===== config.mk =====
export PLATFORM = sky130hd
export DESIGN_NAME = key_conditioner
export DESIGN_NICKNAME = d
export VERILOG_FILES = /design/src/rtl/key_conditioner.sv
export SDC_FILE = /design/constraint.sdc
export NUM_CORES = 1
export LEC_CHECK = 0
export CORE_MARGIN = 3
export CORE_UTILIZATION = 45
export DETAILED_ROUTE_END_ITERATION = 6
export PLACE_DENSITY_LB_ADDON = 0.2
export SYNTH_ARGS = -nofsm -noshare
export SYNTH_HDL_FRONTEND = slang
export SYNTH_SLANG_ARGS = --single-unit

===== constraint.sdc =====
create_clock -name clock -period 1.8 [get_ports clock]
set_input_delay 0.27 -clock clock [delete_from_list [all_inputs] [get_ports clock]]
set_output_delay 0.27 -clock clock [all_outputs]
set_load 0.02 [all_outputs]

===== src/rtl/key_conditioner.sv =====
// key_conditioner
// Conditions two raw active-low pushbuttons into clean one-cycle strobes for
// the character-write stage.
//   - Each key passes through a two-flop synchronizer and an independent
//     debounce counter.
//   - key1 produces one strobe per debounced press.
//   - key0 produces one strobe per press, then auto-repeats while it is held:
//     the first repeat comes REPEAT_DELAY cycles after the press strobe, and
//     later repeats come every REPEAT_PERIOD cycles.
//
// Ports:
//   clock      in   system clock; all logic runs on the rising edge
//   reset      in   synchronous, active-high reset
//   key0_n     in   raw pushbutton, active-low (cycle-character key)
//   key1_n     in   raw pushbutton, active-low (select-character key)
//   key0       out  one-cycle press/repeat strobe
//   key1       out  one-cycle press strobe
//   key0_held  out  debounced pressed level of key0 (1 = pressed)
module key_conditioner #(
  parameter int unsigned DEBOUNCE_CYCLES = 1000000,
  parameter int unsigned REPEAT_DELAY    = 25000000,
  parameter int unsigned REPEAT_PERIOD   = 5000000
) (
  input  logic clock,
  input  logic reset,
  input  logic key0_n,
  input  logic key1_n,
  output logic key0,
  output logic key1,
  output logic key0_held
);

  // The debounce counter starts counting on the first edge that sees the
  // synchronized level differ from the debounced level (edge 2). The level
  // toggles when the count has reached DEBOUNCE_CYCLES, which lands on edge
  // DEBOUNCE_CYCLES+2. The repeat counters compare against parameter-1, so
  // the spacing between strobes is exact.
  localparam logic [31:0] DEB_LIMIT   = 32'(DEBOUNCE_CYCLES);
  localparam logic [31:0] DELAY_LAST  = 32'(REPEAT_DELAY - 1);
  localparam logic [31:0] PERIOD_LAST = 32'(REPEAT_PERIOD - 1);

  typedef enum logic [1:0] {
    IDLE   = 2'd0,
    DELAY  = 2'd1,
    REPEAT = 2'd2
  } state_t;

  // Bit 0 = key0, bit 1 = key1. Raw and debounced levels are active-low.
  logic [1:0]  sync1_q, sync2_q;
  logic [1:0]  deb_q, deb_d;
  logic [31:0] cnt_q [2];
  logic [31:0] cnt_d [2];

  state_t      state_q, state_d;
  logic [31:0] rcnt_q, rcnt_d;
  logic        pulse0_s;
  logic        pressed0_s, pressed1_s;

  logic        key0_q, key0_d;
  logic        key1_q, key1_d;
  logic        held0_q, held0_d;
  logic        held1_q;

  // Debounce next-state: clear when stable, count while different, toggle at limit.
  always_comb begin
    for (int i = 0; i < 2; i++) begin
      deb_d[i] = deb_q[i];
      cnt_d[i] = 32'd0;
      if (sync2_q[i] != deb_q[i]) begin
        if (cnt_q[i] == DEB_LIMIT) begin
          deb_d[i] = ~deb_q[i];
          cnt_d[i] = 32'd0;
        end else begin
          cnt_d[i] = cnt_q[i] + 32'd1;
        end
      end else begin
        cnt_d[i] = 32'd0;
      end
    end
  end

  assign pressed0_s = ~deb_q[0];
  assign pressed1_s = ~deb_q[1];

  // key0 auto-repeat FSM. A release is tested before any count expiry, so a
  // release that coincides with an expiry issues no strobe.
  always_comb begin
    state_d  = state_q;
    rcnt_d   = rcnt_q;
    pulse0_s = 1'b0;
    case (state_q)
      IDLE: begin
        if (pressed0_s) begin
          state_d  = DELAY;
          rcnt_d   = 32'd0;
          pulse0_s = 1'b1;
        end else begin
          rcnt_d = 32'd0;
        end
      end
      DELAY: begin
        if (!pressed0_s) begin
          state_d = IDLE;
          rcnt_d  = 32'd0;
        end else if (rcnt_q == DELAY_LAST) begin
          state_d  = REPEAT;
          rcnt_d   = 32'd0;
          pulse0_s = 1'b1;
        end else begin
          rcnt_d = rcnt_q + 32'd1;
        end
      end
      REPEAT: begin
        if (!pressed0_s) begin
          state_d = IDLE;
          rcnt_d  = 32'd0;
        end else if (rcnt_q == PERIOD_LAST) begin
          rcnt_d   = 32'd0;
          pulse0_s = 1'b1;
        end else begin
          rcnt_d = rcnt_q + 32'd1;
        end
      end
      default: begin
        state_d = IDLE;
        rcnt_d  = 32'd0;
      end
    endcase
  end

  // Output next-state. key1 wins a same-cycle collision. The FSM above is
  // unaffected, so the key0 schedule stays unchanged.
  always_comb begin
    key1_d  = pressed1_s & ~held1_q;
    key0_d  = pulse0_s & ~key1_d;
    held0_d = pressed0_s;
  end

  // All state: synchronizers, debounce, FSM and registered outputs.
  always_ff @(posedge clock) begin
    if (reset) begin
      sync1_q <= 2'b11;
      sync2_q <= 2'b11;
      deb_q   <= 2'b11;
      cnt_q   <= '{32'd0, 32'd0};
      state_q <= IDLE;
      rcnt_q  <= 32'd0;
      key0_q  <= 1'b0;
      key1_q  <= 1'b0;
      held0_q <= 1'b0;
      held1_q <= 1'b0;
    end else begin
      sync1_q <= {key1_n, key0_n};
      sync2_q <= sync1_q;
      deb_q   <= deb_d;
      cnt_q   <= cnt_d;
      state_q <= state_d;
      rcnt_q  <= rcnt_d;
      key0_q  <= key0_d;
      key1_q  <= key1_d;
      held0_q <= held0_d;
      held1_q <= pressed1_s;
    end
  end

  assign key0      = key0_q;
  assign key1      = key1_q;
  assign key0_held = held0_q;

endmodule


Word-level counts from Yosys, hierarchy flattened
Cells that the tools add are included.

operators by class
  add/subtract/negate cells = 3
  equality and inequality tests = 11
  mux-type cells = 16
  bitwise logic cells = 8
  reductions and logical operators = 6

operator list
  cell                                                                     count
  32-bit two-way mux                                                       4
  32-bit by 1-bit adder with 32-bit output, second input constant          3
  32-bit by 20-bit equality test with 1-bit output, second input constant  2
  32-bit one-hot mux with 2 select lines                                   1
  32-bit by 23-bit equality test with 1-bit output, second input constant  1
  32-bit by 25-bit equality test with 1-bit output, second input constant  1
  2-bit two-way mux                                                        4
  1-bit NOT                                                                6
  2-bit one-hot mux with 3 select lines                                    1
  3-bit OR reduction                                                       2
  1-bit two-way mux                                                        5
  2-bit inequality test, second input constant                             2
  2-bit AND reduction                                                      2
  3-bit inequality test, second input constant                             1
  1-bit one-hot mux with 3 select lines                                    1
  3-bit AND reduction                                                      1
  1-bit AND                                                                2
  2-bit by 1-bit equality test with 1-bit output, second input constant    1
  2-bit equality test, second input constant                               1
  2-bit zero test                                                          1
  1-bit inequality test                                                    2

storage, ports and cells
  flip-flop bits (word level) = 108
  input bits = 4
  output and inout port bits = 3
  word-level logic and storage cells = 56

Longest topological paths before layout
Gate-level depths: netlist of run 1.

  depth after elaboration = 5
  gate-level depth with buffers = 9
  depth with buffers taken out = 7

Worst setup path before layout of run 1
No wires, ideal clock.

  path type = reg2reg
  start = reg cnt_q[0] in the netlist's numbering
  end = reg cnt_q[30] in the netlist's numbering
  setup time = 115 ps
  arrival time = 1735 ps
  data required time = 1685 ps
  path slack = -50 ps
  stages on the path, launching flop included = 8
  buffers on the path = 1
  clock period less this slack = 1850 ps
  cells stage by stage = dfxtp_1 > ha_1 > inv_1 > or4_4 > buf_6 > nor4_4 > xnor2_1 > nor2_2

between the ends
  word-level cells in the longest chain between the ends = 2
  elaborated cells between the ends (all ways) = 3
  classes of those cells = 1 x add/sub; 1 x eq/ne; 1 x reduce/logical

ends and longest elaborated chain
  item                                                                                              line  source
  from (decl)                                                                                       51    logic [31:0] cnt_q [2];
  from (signal assigned)                                                                            145   cnt_q <= '{32'd0, 32'd0};
  from (signal assigned)                                                                            156   cnt_q <= cnt_d;
  parallel branches: the longest is 2 deep, another holds 32-bit by 1-bit adder with 32-bit output  --

Parallel ways; which one is timed is not known.
A chain may end at the register's enable or synchronous reset.

Final worst setup path of run 1
  start = reg rcnt_q[6]
  end = reg rcnt_q[27]

between the ends
  word-level cells in the longest chain between the ends = 4
  elaborated cells between the ends (all ways) = 8
  classes of those cells = 1 x add/sub; 2 x eq/ne; 5 x mux

ends and longest elaborated chain
  item                                                                    line      source
  from (decl)                                                             55        logic [31:0] rcnt_q, rcnt_d;
  from (signal assigned)                                                  158       rcnt_q <= rcnt_d;
  32-bit by 1-bit adder with 32-bit output, or another cell as far along  110, 121
  32-bit two-way mux (on tied branches)                                   117, 105
  32-bit two-way mux (on tied branches)                                   114, 102
  32-bit one-hot mux with 2 select lines *                                91        case (state_q)

Every way passes the cells marked *; elsewhere a longest branch is shown, timed or not.

==> reports/metrics.yaml, run 1 <==
clock_path_buffers: 2
place_congestion: 0.809
ys_types: 47
dp_worst_setup_slack_ns: -0.0554
rsz0062_at_grt: "true"
first_global_vias: 3891
clk_pin_slew_ns: 0.10
instances_no_fill: 786
die_h_um: 112
synthCells: 578
synth-main-ff-cell: "dfxtp_1"
yosysWarnings: 0
groute.usage.overall_pct: 16.9
routed_wl_mm: 10.4
worstPathCellList: "nor4bb_2 > and4_2 > nand3_1 > a31oi_4 > buf_12 > nor2_1"
dr.pass1.iters: 4
status: "finished, violations left"
crit_type: "reg2reg"
yosysTopAreaCell: "dfxtp_1"
io-pin-count: 7
cts-hold-fix-buffers: 0
grt_max_degree: 33
total_leakage_power_nw: 2.06
avgRoutedWirePerCell_um: 13.3
slowest_stage: "dfxtp_1"
skew_ns: 0.0138
ir_worst_vdd_mv: 0.534
max_freq_mhz: 552
period_share_pct: 101
n_antenna_cell: 0
num_rows: 37
worst-path-max-fanout: 22
h-tree-depth: 3
final.min_clock_period_ns: 1.81
grt_antenna_before_repair: 0
synthArstFlopShare_pct: 0
detail-route-antenna-nets: 0
setup_viol: 12
max_cap_viol_count: 0
root_buffer: "clkbuf_8"
drive_above_1_share_pct: 24.8
hold_viol: 0
min_path_type: "reg2reg"
start_util_pct: 47.5
routed_via_density: 5.16
synth_edf_count: 0
place_inst: 766
synthTopCellsByCount: "nor2_1, dfxtp_1, xor2_1"
r2r_setup_slack_ns: -0.01
endpoint_kind: "flip-flop"
slew_headroom_pct: 74.5
dieArea_sq_mm: 0.0125
startpoint: "rcnt_q[6]"
synth_area_sq_mm: 0.00503
worstMarginPinSlew_ns: 0.380
avgSynthCellArea_sq_um: 8.70
critPathLaunchType: "flip-flop"
clock_latency_ns: 0.38
cts_tree: "yes"
cp.required_ns: 2.07
cts_sinks: 108
synth.top_cell.area_share_pct: 43.0
via_count: 4053
ys_seq_area_share_pct: 43.0
drtIter0Drc: 173
globalRoute.totalOverflow: 0
violations: "negative setup slack"
powerDensity_mw_per_mm2: 608
core_sq_mm: 0.0106
cts_inserted_buffers: 9
port_buffers: 6
drc: 0
grt_pass1_wl_mm: 17.6
syn_nets: 591
max_stage_delay_ns: 0.34
synth_most_common_cell: "nor2_1"
die_width_um: 112
worst_slack_ns: -0.0100
fin_util_pct: 58.6
min-delay-start: "held1_q"
finalSetupTns_ns: -0.0654
ys_seq_elements: 108
synth_area_leaders: "dfxtp_1, nor2_1, xor2_1"
slew_violations: 0
nets: 660
dp_hpwl_mm: 7.13
areaGrowthSynthToFinish_pct: 23.5
r2r_start: "rcnt_q[6]"
arrival_ns: 2.08
[worst max-delay path, delay by kind of cell, from the launching register on]
kind,cells,cell delay (ns)
AO/OA/AOI/OAI,1,0.27
buffers and inverters,1,0.19
flip-flops,1,0.34
AND/OR/NAND/NOR,4,0.88
[registers in the layout, summed over array words and instances (netlist names)]
register   cells
key0           1
deb_q          2
key1           1
sync1_q        2
sync2_q        2
cnt_q         64
key0_held      1
state_q        2
held1_q        1
rcnt_q        32
[metrics by stage]
step	hold WS (ns)	instance area, sq um	total power, mW
2_1_floorplan	0.345	5040	2.48
3_3_place_gp	0.391	5650	2.49
3_5_place_dp	0.396	5650	2.49
4_1_cts	0.416	5900	3.83
5_1_grt	0.432	6210	3.94
6_report	0.416	6210	3.78
[final timing paths]
path	cells past startpoint	endpoint
max	6	rcnt_q[27]
min	1	key1
max reg2reg	6	rcnt_q[27]
min reg2reg	1	key1
[cells by family (layout without fill, tap and decap cells)]
logic type	count (synthesis)	count (layout)	share of synthesized area (%)
simple gates	314	314	32.2
flops	108	108	43.0
xor+xnor	92	92	16.0
buf+inv	40	112	4.15
compound gates	11	11	1.59
fa+ha+maj	9	9	2.24
mux	4	4	0.796
[final cells by class]
| cell class | instances | area [sq um] |
|---|---|---|
| fillers | 930 | 4390 |
| repair buffers | 78 | 684 |
| clock inverters | 3 | 23.8 |
| inverters | 20 | 75.1 |
| multi-input cells | 430 | 2930 |
| flip-flops and latches | 108 | 2190 |
| clock buffers | 11 | 141 |
| well taps | 136 | 170 |
[repair_timing]
| action | 4_1_cts | 5_1_grt |
|---|---|---|
| gates resized for setup | 15 | 65 |
| pin swaps | 3 | 30 |
| setup endpoints to repair | 65 | 99 |
| cloned | 0 | 3 |
| buffers inserted | 0 | 3 |
[power by group]
group | switching, mW | leakage [nW] | internal (mW)
Sequential | 0.00337 | 0.878 | 2.39
Clock | 0.800 | 0.0779 | 0.532
Combinational | 0.0270 | 1.10 | 0.0277
Total | 0.830 | 2.06 | 2.95
[routing by layer]
metal	track usage [%]	up-vias	share of wire, %
li1	-	2100	-
met1	21.9	1900	47
met2	27.7	42	49
met3	4.73	11	2.9
met4	4.70	0	1.3
met5	0	-	0
[cell usage in the layout (no fill, tap or decap), types with 3 or more instances in the layout]
| master | netlist | final |
|---|---|---|
| nor3_2 | 2 | 4 |
| buf_4 | 8 | 62 |
| nor2_4 | 0 | 6 |
| buf_12 | 0 | 4 |
| or2_2 | 4 | 4 |
| o21ai_0 | 3 | 3 |
| nor3_1 | 17 | 14 |
| xor2_1 | 49 | 49 |
| and3_1 | 6 | 6 |
| xnor2_1 | 43 | 43 |
| and4_1 | 6 | 5 |
| clkbuf_8 | 0 | 10 |
| nor4_2 | 4 | 8 |
| nand3_1 | 40 | 40 |
| dfxtp_4 | 0 | 3 |
| nor2_1 | 127 | 110 |
| clkdlybuf4s50_1 | 0 | 6 |
| nand2_1 | 32 | 31 |
| and4_2 | 2 | 3 |
| mux2i_1 | 4 | 4 |
| nand4_1 | 34 | 34 |
| nor2_2 | 1 | 12 |
| buf_6 | 3 | 3 |
| dfxtp_2 | 0 | 10 |
| dfxtp_1 | 108 | 95 |
| nor4_4 | 1 | 4 |
| ha_1 | 9 | 8 |
| or4_4 | 2 | 4 |
| nor4_1 | 13 | 6 |
| inv_1 | 20 | 19 |
No activity file was read; power rests on OpenSTA's default activity.
==> run 2: changes to the inputs <==
CORE_ASPECT_RATIO = 0.5   (was default)
clock period = 1.6 ns   (was 1.8 ns; I/O delays follow)
==> reports/metrics.yaml, run 2 (synthesis results as in run 1) <==
ir_worst_vdd_mv: 0.540  # was 0.534 mV
core_sq_mm: 0.0105  # was 0.0106 sq mm
period_share_pct: 114  # was 101%
num_rows: 26  # was 37
powerDensity_mw_per_mm2: 737  # was 608 mW/mm^2
rr_worst_depth: 6  # unchanged
root_buffer: "clkbuf_16"  # was clkbuf_8
place_congestion: 0.804  # was 0.809
groute.usage.overall_pct: 17.3  # was 16.9%
startpoint: "cnt_q[50]"  # was rcnt_q[6]
areaGrowthSynthToFinish_pct: 43.1  # was 23.5%
cts-hold-fix-buffers: 0  # unchanged
clk_pin_slew_ns: 0.07  # was 0.10 ns
top_register: "cnt_q"  # unchanged
skew_ns: 0.00972  # was 0.0138 ns
hold-worst-slack_ns: 0.410  # was 0.416 ns
final.min_clock_period_ns: 1.83  # was 1.81 ns
largest_register_ffs: 64  # unchanged
violations: "negative setup slack"  # unchanged
seq_power_share_pct: 50.7  # was 63.3%
power.total_mw: 5.31  # was 3.78 mW
crit_type: "reg2reg"  # unchanged
rsz0062_at_grt: "true"  # unchanged
routed_via_density: 5.11  # was 5.16
detail-route-antenna-nets: 0  # unchanged
setup_viol: 99  # was 12
grt_pass1_wl_mm: 18.1  # was 17.6 mm
min_path_type: "reg2reg"  # unchanged
n_antenna_cell: 0  # unchanged
die_h_um: 80.8  # was 112 um
grt_max_degree: 33  # unchanged
io-pin-count: 7  # unchanged
dr.pass1.iters: 4  # unchanged
rr_endpoint: "cnt_q[42]"  # was rcnt_q[27]
port_buffers: 6  # unchanged
status: "finished, violations left"  # unchanged
dieArea_sq_mm: 0.0126  # was 0.0125 sq mm
dp_hpwl_mm: 7.05  # was 7.13 mm
crit_end: "cnt_q[42]"  # was rcnt_q[27]
swShare_pct: 19.7  # was 22.0%
max_freq_mhz: 547  # was 552 MHz
globalRoute.totalOverflow: 0  # unchanged
critPathLaunchType: "flip-flop"  # unchanged
reg.largest.list: "cnt_q (64), rcnt_q (32)"  # unchanged
p_switching_mw: 1.05  # was 0.830 mW
avgRoutedWirePerCell_um: 13.7  # was 13.3 um
internal_power_mw: 4.26  # was 2.95 mW
clock_path_buffers: 2  # unchanged
dp_worst_setup_slack_ns: -0.201  # was -0.0554 ns
worst_slack_ns: -0.228  # was -0.0100 ns
total_leakage_power_nw: 2.55  # was 2.06 nW
mostFrequentLayoutCells: "buf_4, dfxtp_1, nor2_1"  # was nor2_1, dfxtp_1, buf_4
cts_tree: "yes"  # unchanged
cts_sinks: 108  # unchanged
max_cap_viol_count: 0  # unchanged
drc: 0  # unchanged
first_global_vias: 4096  # was 3891
h-tree-depth: 3  # unchanged
cts_inserted_buffers: 9  # unchanged
die_width_um: 156  # was 112 um
nets: 731  # was 660
slew_headroom_pct: 77.5  # was 74.5%
worst-path-max-fanout: 8  # was 22
worstMarginPinSlew_ns: 0.334  # was 0.380 ns
mostFrequentLayoutCell: "buf_4"  # was nor2_1
drtIter0Drc: 180  # was 173
fin_util_pct: 68.3  # was 58.6%
via_count: 4408  # was 4053
clock_latency_ns: 0.35  # was 0.38 ns
comb_power_share_pct: 1.6  # was 1.4%
slew_violations: 0  # unchanged
start_util_pct: 47.7  # was 47.5%
r2r_setup_slack_ns: -0.23  # was -0.01 ns
finalSetupTns_ns: -17.43  # was -0.0654 ns
hold_viol: 0  # unchanged
routed_wl_mm: 11.8  # was 10.4 mm
grt_antenna_before_repair: 0  # unchanged
arrival_ns: 2.06  # was 2.08 ns
cp.required_ns: 1.83  # was 2.07 ns
clkPwrFrac_pct: 47.7  # was 35.2%
r2r_start: "cnt_q[50]"  # was rcnt_q[6]
drive_above_1_share_pct: 39.4  # was 24.8%
endpoint_kind: "flip-flop"  # unchanged
run 2: repair_timing:
item | in CTS | in global routing
pin swaps | 7 | 25
resized for setup | 28 | 100
setup endpoints to repair | 99 | 101
gates cloned | 0 | 7
buffers inserted | 2 | 6
run 2: power by group through the flow:
stage          clock network, mW  logic [mW]  registers [mW]
2_1_floorplan                  0      0.0331            2.76
4_1_cts                     2.60      0.0508            2.69
5_1_grt                     2.72      0.0909            2.69
3_3_place_gp                   0      0.0483            2.76
6_report                    2.53      0.0862            2.69
3_5_place_dp                   0      0.0487            2.76
run 2: layer usage:
| layer | part of all wire (%) | global-route usage, % | up-vias |
|---|---|---|---|
| met3 | 3.5 | 4.15 | 15 |
| met4 | 1.1 | 4.02 | 0 |
| met5 | 0 | 0 | - |
| met2 | 49 | 30.9 | 70 |
| li1 | - | - | 2253 |
| met1 | 47 | 21.6 | 2070 |
run 2: how the worst min path moves through the flow:
stage,start,end,slack [ns],cells past startpoint
6_report,sync1_q[0],sync2_q[0],0.41,1
5_1_grt,sync1_q[0],sync2_q[0],0.43,1
4_1_cts,sync1_q[0],sync2_q[0],0.42,1
3_5_place_dp,sync1_q[0],sync2_q[0],0.40,1
3_3_place_gp,sync1_q[1],sync2_q[1],0.40,1
2_1_floorplan,reset,key0_held,0.32,1
run 2: critical path, stage by stage, from the launching register on:
cell       delay (ns)
dfxtp_2          0.34
nand4_1          0.16
or4b_4           0.55
nor4_4           0.18
or3_4            0.25
clkbuf_16        0.19
nor2_2           0.04
run 2: area by class of cell:
class,count,area [sq um]
Fill cell,825,3340
Tap cell,140,175
Clock inverter,6,111
Clock buffer,10,229
Sequential cell,108,2190
Inverter,20,75.1
Multi-Input combinational cell,430,3130
Timing Repair Buffer,149,1290
run 2: through the flow:
| step | instance area (sq um) | cells |
|---|---|---|
| floorplan | 5090 | 578 |
| detailed placement | 6160 | 832 |
| global placement | 6160 | 832 |
| CTS | 6640 | 850 |
| global route | 7200 | 863 |
| finish | 7200 | 863 |
